[config.mk]
export PLATFORM = sky130hd
export DESIGN_NAME = fib_bcd_conv_flat
export DESIGN_NICKNAME = d
export VERILOG_FILES = /design/src/rtl/fib_bcd_conv_if.sv /design/src/rtl/fib_bcd_conv.sv /design/src/flat_wrapper.sv
export SDC_FILE = /design/constraint.sdc
export NUM_CORES = 1
export LEC_CHECK = 0
export BUFFER_PORTS_ARGS = -buffer_cell sky130_fd_sc_hd__buf_2
export CORE_ASPECT_RATIO = 0.8
export CORE_MARGIN = 5
export CORE_UTILIZATION = 42
export DETAILED_ROUTE_END_ITERATION = 12
export SYNTH_ARGS = -nofsm -noshare
export SYNTH_HDL_FRONTEND = slang
export SYNTH_SLANG_ARGS = --single-unit
[constraint.sdc]
create_clock -name clock -period 6.2 [get_ports clock]
set_input_delay 0.62 -clock clock [delete_from_list [all_inputs] [get_ports clock]]
set_output_delay 0.62 -clock clock [all_outputs]
set_load 0.03 [all_outputs]
[src/rtl/fib_bcd_conv_if.sv]
// Sample-in / BCD-out stream bundle between the Fibonacci generator, the
// BCD converter and the display readout.
interface fib_bcd_conv_if #(
  parameter int unsigned WIDTH  = 16,
  parameter int unsigned DIGITS = 5
);
  logic                  in_valid;
  logic [WIDTH-1:0]      in_data;
  logic                  in_ready;
  logic                  out_valid;
  logic [4*DIGITS-1:0]   out_bcd;
  logic                  out_ready;

  modport master (
    output in_valid, in_data, out_ready,
    input  in_ready, out_valid, out_bcd
  );

  modport slave (
    input  in_valid, in_data, out_ready,
    output in_ready, out_valid, out_bcd
  );
endinterface

[src/rtl/fib_bcd_conv.sv]
// Binary-to-packed-BCD converter (double-dabble, one bit per cycle) behind a
// one-entry holding register that absorbs the non-stallable generator stream.
module fib_bcd_conv #(
  parameter int unsigned WIDTH  = 16,
  parameter int unsigned DIGITS = 5
) (
  input  logic          clock,
  input  logic          reset,
  fib_bcd_conv_if.slave bus,
  output logic          busy,
  output logic          drop_flag
);

  localparam int unsigned CW = $clog2(WIDTH + 1);
  localparam int unsigned BW = 4 * DIGITS;

  localparam logic [1:0] S_IDLE  = 2'd0;
  localparam logic [1:0] S_SHIFT = 2'd1;
  localparam logic [1:0] S_DONE  = 2'd2;

  localparam logic [CW-1:0] LAST = CW'(WIDTH - 1);

  logic [1:0]       state_q, state_d;
  logic             hold_full_q, hold_full_d;
  logic [WIDTH-1:0] hold_data_q, hold_data_d;
  logic [WIDTH-1:0] bin_q, bin_d;
  logic [BW-1:0]    bcd_q, bcd_d;
  logic [CW-1:0]    cnt_q, cnt_d;
  logic [BW-1:0]    out_bcd_q, out_bcd_d;
  logic             drop_q, drop_d;

  logic             load;
  logic             accept;
  logic [BW-1:0]    bcd_adj;
  logic [BW+WIDTH-1:0] cat_sh;

  // Per-digit +3 correction; digits never carry into each other.
  always_comb begin
    bcd_adj = bcd_q;
    for (int unsigned i = 0; i < DIGITS; i++) begin
      if (bcd_q[4*i +: 4] >= 4'd5) begin
        bcd_adj[4*i +: 4] = bcd_q[4*i +: 4] + 4'd3;
      end
    end
    cat_sh = {bcd_adj, bin_q} << 1;
  end

  always_comb begin
    state_d   = state_q;
    bin_d     = bin_q;
    bcd_d     = bcd_q;
    cnt_d     = cnt_q;
    out_bcd_d = out_bcd_q;
    load      = 1'b0;
    case (state_q)
      S_IDLE: begin
        if (hold_full_q) begin
          load    = 1'b1;
          bin_d   = hold_data_q;
          bcd_d   = '0;
          cnt_d   = '0;
          state_d = S_SHIFT;
        end
      end
      S_SHIFT: begin
        {bcd_d, bin_d} = cat_sh;
        cnt_d          = cnt_q + CW'(1);
        if (cnt_q == LAST) begin
          out_bcd_d = cat_sh[BW+WIDTH-1 -: BW];
          state_d   = S_DONE;
        end
      end
      S_DONE: begin
        if (bus.out_ready) begin
          state_d = S_IDLE;
        end
      end
      default: state_d = S_IDLE;
    endcase
  end

  // The load edge frees the holding slot, so a sample arriving on that same
  // edge is taken even though in_ready still reads 0.
  always_comb begin
    accept      = bus.in_valid & (~hold_full_q | load);
    hold_full_d = accept | (hold_full_q & ~load);
    hold_data_d = accept ? bus.in_data : hold_data_q;
    drop_d      = drop_q | (bus.in_valid & hold_full_q & ~load);
  end

  always_ff @(posedge clock or posedge reset) begin
    if (reset) begin
      state_q     <= S_IDLE;
      hold_full_q <= 1'b0;
      hold_data_q <= '0;
      bin_q       <= '0;
      bcd_q       <= '0;
      cnt_q       <= '0;
      out_bcd_q   <= '0;
      drop_q      <= 1'b0;
    end else begin
      state_q     <= state_d;
      hold_full_q <= hold_full_d;
      hold_data_q <= hold_data_d;
      bin_q       <= bin_d;
      bcd_q       <= bcd_d;
      cnt_q       <= cnt_d;
      out_bcd_q   <= out_bcd_d;
      drop_q      <= drop_d;
    end
  end

  assign bus.in_ready  = ~hold_full_q;
  assign bus.out_valid = (state_q == S_DONE);
  assign bus.out_bcd   = out_bcd_q;
  assign busy          = (state_q != S_IDLE);
  assign drop_flag     = drop_q;

endmodule

[src/flat_wrapper.sv]
// flat-port wrapper written by rule: the top's interface ports become plain ports
module fib_bcd_conv_flat 
#(
  parameter int unsigned WIDTH  = 16,
  parameter int unsigned DIGITS = 5
)
  (clock, reset, busy, drop_flag, bus_in_valid, bus_in_data, bus_out_ready, bus_in_ready, bus_out_valid, bus_out_bcd);
  fib_bcd_conv_if #(.WIDTH(WIDTH), .DIGITS(DIGITS)) bus_i ();
  input  logic clock;
  input  logic reset;
  output logic busy;
  output logic drop_flag;
  input wire logic [$bits(bus_i.in_valid)-1:0] bus_in_valid;
  input wire logic [$bits(bus_i.in_data)-1:0] bus_in_data;
  input wire logic [$bits(bus_i.out_ready)-1:0] bus_out_ready;
  output wire logic [$bits(bus_i.in_ready)-1:0] bus_in_ready;
  output wire logic [$bits(bus_i.out_valid)-1:0] bus_out_valid;
  output wire logic [$bits(bus_i.out_bcd)-1:0] bus_out_bcd;
  assign bus_i.in_valid = bus_in_valid;
  assign bus_i.in_data = bus_in_data;
  assign bus_i.out_ready = bus_out_ready;
  assign bus_in_ready = bus_i.in_ready;
  assign bus_out_valid = bus_i.out_valid;
  assign bus_out_bcd = bus_i.out_bcd;
  fib_bcd_conv #(.WIDTH(WIDTH), .DIGITS(DIGITS)) u_core (.clock(clock), .reset(reset), .bus(bus_i), .busy(busy), .drop_flag(drop_flag));
endmodule
; Yosys cells after proc, flatten, opt, wreduce, memory -nomap -nowiden
; Cells that the tools add are included.
[word_totals]
in_bits = 20
rom_bits = 0
ram_bits = 0
word_cells = 57
ff_bits = 81
n_memories = 0
latchBits = 0
[classes]
muxes = 17
n_mul = 0
bitwise = 9
reduce_logical = 6
addsub = 6
eq_ne = 6
shift = 0
n_lt_le_gt_ge = 5
div = 0
[ops]
columns = operator, count
row1 = $pmux W20 S2, 1
row2 = $pmux W16 S2, 1
row3 = $ge A4 B3 Y1 const B, 5
row4 = $mux W20, 1
row5 = $add A4 B2 Y4 const B, 4
row6 = $mux W16, 1
row7 = $mux W4, 4
row8 = $pmux W5 S2, 1
row9 = $mux W2, 3
row10 = $pmux W2 S3, 1
row11 = $add A5 B1 Y5 const B, 1
row12 = $eq A5 B4 Y1 const B, 1
row13 = $mux W5, 1
row14 = $and A1 B1 Y1, 4
row15 = $ne A2 B1 Y1 const B, 2
row16 = $reduce_and A2 Y1, 2
row17 = $reduce_bool A2 Y1, 2
row18 = $add A3 B2 Y3 const B, 1
row19 = $mux W3, 1
row20 = $or A1 B1 Y1, 3
row21 = $reduce_and A3 Y1, 1
row22 = $eq A2 B1 Y1 const B, 1
row23 = $eq A2 B2 Y1 const B, 1
row24 = $logic_not A2 Y1, 1
row25 = other kinds (3), 5

; Longest topological paths before layout
; Gate-level depths: netlist of run 1.
[depth]
ltp_word = 5
depth_mapped = 7
ltp_nobuf = 6

; Worst setup path before layout of run 1
; Ideal clock, no wire load.
[synth_timing]
path_kind = register to output
startpoint = register u_core.hold_full_q
endpoint = output bus_in_ready
t_required_ps = 5580
t_arrival_ps = 1035
path_slack_ps = 4545
n_path_buf = 1
stages_incl_launch_ff = 3
path_cell_list = dfrtp_1 inv_2 buf_1
[synth_between]
elab_chain_len = 1
[synth_rtl]
columns = item, line
row1 = from (decl), fib_bcd_conv.sv:24  ; logic hold_full_q, hold_full_d;
row2 = from (signal assigned), fib_bcd_conv.sv:103  ; hold_full_q <= hold_full_d;
row3 = $not A1 Y1, fib_bcd_conv.sv:113  ; assign bus.in_ready = ~hold_full_q;
row4 = to (decl), flat_wrapper.sv:16  ; output wire logic [$bits(bus_i.in_ready)-1:0] bus_in_ready;
; No other way between the ends.

; Final worst setup path of run 1
[layout_timing]
startpoint = register u_core.state_q[1]
endpoint = register u_core.out_bcd_q[0], in the netlist u_core.bus.out_bcd[0]
[layout_between]
elab_chain_len = 2
[layout_rtl]
columns = item, line
row1 = from (decl), fib_bcd_conv.sv:23  ; logic [1:0] state_q, state_d;
row2 = from (signal assigned), fib_bcd_conv.sv:102  ; state_q <= state_d;
row3 = $eq A2 B1 Y1, fib_bcd_conv.sv:55  ; case (state_q)
row4 = $reduce_and A2 Y1 (no line), --
row5 = to (signal assigned), fib_bcd_conv.sv:108  ; out_bcd_q <= out_bcd_d;
row6 = to (decl), fib_bcd_conv.sv:29  ; logic [BW-1:0] out_bcd_q, out_bcd_d;
; No other way between the ends.
; A chain may end at the register's enable or synchronous reset.

==> results of run 1 <==
==> cell families (layout without fill, tap and decap cells) <==
| group | after synthesis | count (layout) | share of synthesized area |
|---|---|---|---|
| mux | 23 | 23 | 0.0790 |
| flops | 81 | 81 | 0.542 |
| xor+xnor | 5 | 5 | 0.0117 |
| fa+ha+maj | 12 | 12 | 0.0401 |
| simple gates | 110 | 110 | 0.149 |
| compound gates | 100 | 100 | 0.141 |
| buf+inv | 33 | 76 | 0.0378 |
==> worst paths after layout <==
path / start / end / slack (ps) / cells past startpoint
worst max register to register: u_core.state_q[1]$_DFFE_PP0P_ / u_core.bus.out_bcd[0]$_DFFE_PP0P_ / 3530 / 3
worst min register to register: u_core.drop_flag$_DFF_PP0_ / u_core.drop_flag$_DFF_PP0_ / 470 / 1
min in group asynchronous: reset / u_core.bus.out_bcd[13]$_DFFE_PP0P_ / 580 / 3
worst min-delay path: u_core.drop_flag$_DFF_PP0_ / u_core.drop_flag$_DFF_PP0_ / 470 / 1
worst max-delay path: u_core.state_q[1]$_DFFE_PP0P_ / u_core.bus.out_bcd[0]$_DFFE_PP0P_ / 3530 / 3
max in group asynchronous: reset / u_core.hold_data_q[10]$_DFFE_PP0P_ / 4970 / 3
==> flip-flops by register name, indices dropped and copies added (netlist names) <==
| signal | flops |
|---|---|
| u_core.bcd_q | 20 |
| u_core.bin_q | 16 |
| u_core.bus.out_bcd | 20 |
| u_core.cnt_q | 5 |
| u_core.drop_flag | 1 |
| u_core.hold_data_q | 16 |
| u_core.hold_full_q | 1 |
| u_core.state_q | 2 |
==> power groups by stage <==
stage / logic (mW) / registers, mW / clock network (mW)
final: 0.879 / 0.913 / 0.341
after global routing: 1.00 / 0.948 / 0.386
after CTS: 0.894 / 0.914 / 0.358
after detailed placement: 0.895 / 0.920 / 0
after global placement: 0.865 / 0.917 / 0
after floorplan: 0.608 / 0.987 / 0
==> cell type report <==
type	instances	area (um2)
inverter	14	53.8
timing repair buffer	46	238
clock inverter	3	15.0
fill	815	4390
clock buffer	13	159
sequential	81	2030
multi-input combinational	250	1580
tap	112	140
==> per-layer routing <==
metal	vias to the layer above	track usage	wire length [um]
met5	-	0	0
met4	0	0.0469	72
met3	8	0.0455	272
met2	34	0.235	3190
met1	1239	0.192	3540
li1	1324	-	-
==> cell usage in the layout, fill, tap and decap left out, drive strengths merged <==
cell    count
a21boi      1
a21o        1
a21oi      28
a22o        3
a22oi       1
a31o        1
and3        1
buf        46
clkbuf     13
clkinv      4
dfrtp      81
ha         12
inv        13
mux2       22
mux2i       1
nand2      61
nand2b      8
nand3       5
nor2        4
nor2b       2
nor3        6
nor3b      22
o21ai      64
o21bai      1
or2         1
xnor2       5
==> metrics by stage <==
step / power, mW / utilization / cell area [um2] / setup slack [ps] / hold slack [ps]
finish: 2.13 / 0.490 / 4210 / 3530 / 466
global route: 2.33 / 0.490 / 4210 / 3250 / 464
CTS: 2.17 / 0.490 / 4210 / 3500 / 469
detailed placement: 1.82 / 0.469 / 4030 / 3500 / 452
global placement: 1.78 / 0.469 / 4030 / 3600 / 446
floorplan: 1.59 / - / 3740 / 3500 / 450
==> impl_metrics.env, run 1 <==
export IMPL_avgSynthCellArea_um2=10.3
export IMPL_boundaryPins=44
export IMPL_cts_buffers=9
export IMPL_core_area_um2=8600
export IMPL_drt_iter0_markers=116
export IMPL_critPathMaxStageDelay_ps=800
export IMPL_grt_pass1_wl_um=12800
export IMPL_status="completed"
export IMPL_cts_hold_buf=0
export IMPL_ys_warnings_count=0
export IMPL_clk_latency_ps=340
export IMPL_synth_area_um2=3740
export IMPL_fin_setup_tns_ps=0
export IMPL_yosys_area_top_type_share=0.542
export IMPL_drive_gt1_frac=0.219
export IMPL_port_buffers=43
export IMPL_fmax_ghz=0.374
export IMPL_gp_congestion=0.720
export IMPL_post_route_min_period_ps=2670
export IMPL_htreeDepth=3
export IMPL_rsz0062_at_grt="false"
export IMPL_drc=0
export IMPL_worstMarginPinSlew_ps=1120
export IMPL_first_pass_iters=5
export IMPL_grt_overflow=0
export IMPL_startpoint_type="register"
export IMPL_die_x_um=116
export IMPL_final_setup_skew_ps=7.57
export IMPL_yosysTopAreaCell="dfrtp_1"
export IMPL_powerDensity_nw_per_um2=507
export IMPL_crit_chain="nor2b_1 > nand2_1 > mux2_2"
export IMPL_hold_viol_final=0
export IMPL_async_reset_ff_frac=1.00
export IMPL_ys_flop_type="dfrtp_1"
export IMPL_critPathBufInv=0
export IMPL_finalWirelength_um=7070
export IMPL_rows=30
export IMPL_hp_class="register to register"
export IMPL_grtUsageTotal=0.147
export IMPL_fin_crit_sh=0.431
export IMPL_cts_repair_resized=0
export IMPL_grt_pass1_vias=2730
export IMPL_post_cts_buffers=0
export IMPL_grt_antenna_before_repair=0
export IMPL_cp_required_ps=6430
export IMPL_post_drt_wl_per_cell_um=13.6
export IMPL_p_sw_mw=0.831
export IMPL_grt_start_max_net_pins=82
export IMPL_cap_violations=0
export IMPL_setup_viol=0
export IMPL_drv_slew=0
export IMPL_synth_nets=396
export IMPL_ant_nets=0
export IMPL_synth_seq_area_share=0.542
export IMPL_cts_tree="done"
export IMPL_synth_area_leaders="dfrtp_1 (54%), o21ai_0 (8.4%), nand2_1 (5.9%), nor3b_1 (4.4%), ha_1 (4.0%)"
export IMPL_ys_ff_latch=81
export IMPL_leakage_nw=1.98
export IMPL_irDropWorstVdd_v=0.000206
export IMPL_clockBufferDepth=2
export IMPL_die_h_um=94.4
export IMPL_yosysMostFrequentCell="dfrtp_1"
export IMPL_crit_fanout=40
export IMPL_fp_dieArea_um2=10900
export IMPL_synth_edf_count=0
export IMPL_nets=434
export IMPL_maxSlewHeadroom=0.253
export IMPL_routed_via_density=5.02
export IMPL_crit_path_end_kind="register"
export IMPL_fin_cells=519
export IMPL_dp_hpwl_um=4590
export IMPL_ctsRootBufferMaster="clkbuf_8"
export IMPL_area_delta_synth_final_pct=12.5
export IMPL_clock_sinks=81
export IMPL_p_int_mw=1.30
export IMPL_critical_path_class="register to register"
export IMPL_start_util=0.435
export IMPL_yosys_top_cells_count="dfrtp_1 (81), o21ai_0 (63), nand2_1 (59)"
export IMPL_clk_pin_slew_ps=70
export IMPL_place_inst=503
export IMPL_clkPwrFrac=0.160
export IMPL_critical_path_arrival_ps=2900
export IMPL_worst_path_dominant_cell_family="simple AND/OR/NAND/NOR gates"
export IMPL_synth_cell_types=31
export IMPL_pwr_share_comb=0.412
export IMPL_diodes=0
export IMPL_synth_cells=364
export IMPL_dr_total_vias=2605
export IMPL_netSwitchingFraction=0.389
export IMPL_seqPwrFrac=0.428
export IMPL_slowest_stage="nand2_1"
(Power assumes the default switching activity.)
==> run 2, diff against run 1 <==
==> constraint.sdc (replaced) <==
create_clock -name clock -period 2.3 [get_ports clock]
set_input_delay 0.23 -clock clock [delete_from_list [all_inputs] [get_ports clock]]
set_output_delay 0.23 -clock clock [all_outputs]
set_load 0.03 [all_outputs]
==> impl_metrics.env, run 2 (synthesis gave the netlist of run 1 again) <==
export IMPL_status="completed"
export IMPL_fmax_ghz=0.552
export IMPL_htreeDepth=3
export IMPL_port_buffers=43
export IMPL_grt_pass1_wl_um=12800
export IMPL_clk_latency_ps=340
export IMPL_min_delay_start="bus_out_ready"
export IMPL_maxSlewHeadroom=0.580
export IMPL_core_area_um2=8600
export IMPL_grtUsageTotal=0.146
export IMPL_crit_path_end_kind="register"
export IMPL_fin_cells=526
export IMPL_rows=30
export IMPL_netSwitchingFraction=0.377
export IMPL_p_int_mw=3.73
export IMPL_cp_common_cell="ha_1"
export IMPL_drive_gt1_frac=0.229
export IMPL_r2r_cells=5
export IMPL_cts_buffers=9
export IMPL_r2r_end="u_core.bus.out_bcd[0]$_DFFE_PP0P_"
export IMPL_irDropWorstVdd_v=0.000536
export IMPL_drc=0
export IMPL_grt_pass1_vias=2740
export IMPL_whs_ps=103
export IMPL_powerDensity_nw_per_um2=1390
export IMPL_routed_via_density=5.07
export IMPL_clock_sinks=81
export IMPL_min_path_cells=2
export IMPL_dp_hpwl_um=4870
export IMPL_regToRegStartpoint="u_core.cnt_q[0]$_DFFE_PP0P_"
export IMPL_grt_overflow=0
export IMPL_grt_antenna_before_repair=0
export IMPL_dp_slack_ps=450
export IMPL_rrSetupSlack_ps=490
export IMPL_fin_setup_tns_ps=0
export IMPL_leakage_nw=2.03
export IMPL_final_setup_skew_ps=9.46
export IMPL_diodes=0
export IMPL_cap_violations=0
export IMPL_ctsRootBufferMaster="clkbuf_8"
export IMPL_worstSetupStartpoint="u_core.cnt_q[0]$_DFFE_PP0P_"
export IMPL_setup_viol=0
export IMPL_gp_congestion=0.746
export IMPL_drt_iter0_markers=108
export IMPL_die_x_um=116
export IMPL_area_delta_synth_final_pct=15.2
export IMPL_nets=442
export IMPL_worstHoldEndpoint="u_core.state_q[1]$_DFFE_PP0P_"
export IMPL_boundaryPins=44
export IMPL_ant_nets=0
export IMPL_critPathMaxStageDelay_ps=410
export IMPL_setup_slack_ps=489
export IMPL_cts_tree="done"
export IMPL_finalWirelength_um=7260
export IMPL_critical_path_class="register to register"
export IMPL_clockBufferDepth=2
export IMPL_grt_start_max_net_pins=51
export IMPL_fp_dieArea_um2=10900
export IMPL_pwr_share_comb=0.403
export IMPL_crit_chain="ha_1 > and3_1 > ha_1 > nand2_1 > mux2_2"
export IMPL_crit_fanout=12
export IMPL_post_route_min_period_ps=1810
export IMPL_startpoint_type="register"
export IMPL_rsz0062_at_grt="false"
export IMPL_hold_viol_final=0
export IMPL_critical_path_arrival_ps=2040
export IMPL_cts_repair_resized=0
export IMPL_seqPwrFrac=0.413
export IMPL_first_pass_iters=4
export IMPL_p_sw_mw=2.26
export IMPL_worstMarginPinSlew_ps=630
export IMPL_layout_commonest_cell="dfrtp_1"
export IMPL_hp_class="input pin to register"
export IMPL_slowest_stage="dfrtp_1"
export IMPL_post_drt_wl_per_cell_um=13.8
export IMPL_mostFrequentLayoutCells="dfrtp_1 (81), o21ai_0 (63), nand2_1 (59), buf_2 (43), a21oi_1 (28)"
export IMPL_clk_pin_slew_ps=80
export IMPL_start_util=0.435
export IMPL_die_h_um=94.4
export IMPL_place_inst=510
export IMPL_fin_crit_sh=0.787
export IMPL_cp_required_ps=2530
export IMPL_dr_total_vias=2665
export IMPL_clkPwrFrac=0.184
export IMPL_drv_slew=0
-- run 2: cell types whose count changed in the layout (fill, tap and decap cells not counted) --
cell           previous run  this run
buf_4                     3        10
clkinv_2                  4         1
dlygate4sd3_1             0         1
bufinv_16                 0         2
clkbuf_8                 11        10
clkinvlp_4                0         1
-- run 2: metal layers --
layer / up-vias / global-route usage / part of all wire
li1: 1333 / - / -
met1: 1286 / 0.200 / 0.50
met2: 36 / 0.231 / 0.45
met3: 10 / 0.0365 / 0.038
met4: 0 / 0.0440 / 0.012
met5: - / 0 / 0
-- run 2: area by class of cell --
type	instances	area (um2)
clock buffer	12	145
inverter	14	56.3
tap	112	140
timing repair buffer	54	300
clock inverter	3	65.1
sequential	81	2030
multi-input combinational	250	1580
fill	809	4290
-- run 2: stage by stage --
step                total power [mW]  cell area [um2]  utilization
detailed placement              4.94             4090        0.476
global route                    6.51             4310        0.501
floorplan                       4.30             3740            -
global placement                4.85             4090        0.476
finish                          5.99             4310        0.501
CTS                             6.08             4310        0.501
-- run 2: worst max-delay path by stage --
stage	end	slack, ps	cells after the start
floorplan	u_core.bus.out_bcd[0]$_DFFE_PP0P_	650	6
global placement	u_core.bus.out_bcd[0]$_DFFE_PP0P_	550	5
detailed placement	u_core.bus.out_bcd[6]$_DFFE_PP0P_	450	6
CTS	u_core.bus.out_bcd[11]$_DFFE_PP0P_	450	6
global route	u_core.bus.out_bcd[9]$_DFFE_PP0P_	310	7
finish	u_core.bus.out_bcd[0]$_DFFE_PP0P_	490	5
-- run 2: what timing repair did --
action	4_1_cts	5_1_grt
hold buffers	1	0
endpoints found under the hold margin	16	0
setup buffers	0	0
endpoints found under the setup margin	0	0
-- run 2: worst max-delay path, delay by kind of cell, from the launching register on --
kind | cells | cell delay [ps]
muxes | 1 | 380
adders and majority gates | 2 | 420
DFF | 1 | 410
and+or+nand+nor | 2 | 480
-- run 2: power by group through the flow --
stage	Combinational, mW	Clock (mW)	Sequential (mW)
6_report	2.41	1.10	2.47
5_1_grt	2.74	1.20	2.57
4_1_cts	2.46	1.15	2.48
3_5_place_dp	2.44	0	2.50
3_3_place_gp	2.37	0	2.48
2_1_floorplan	1.64	0	2.66
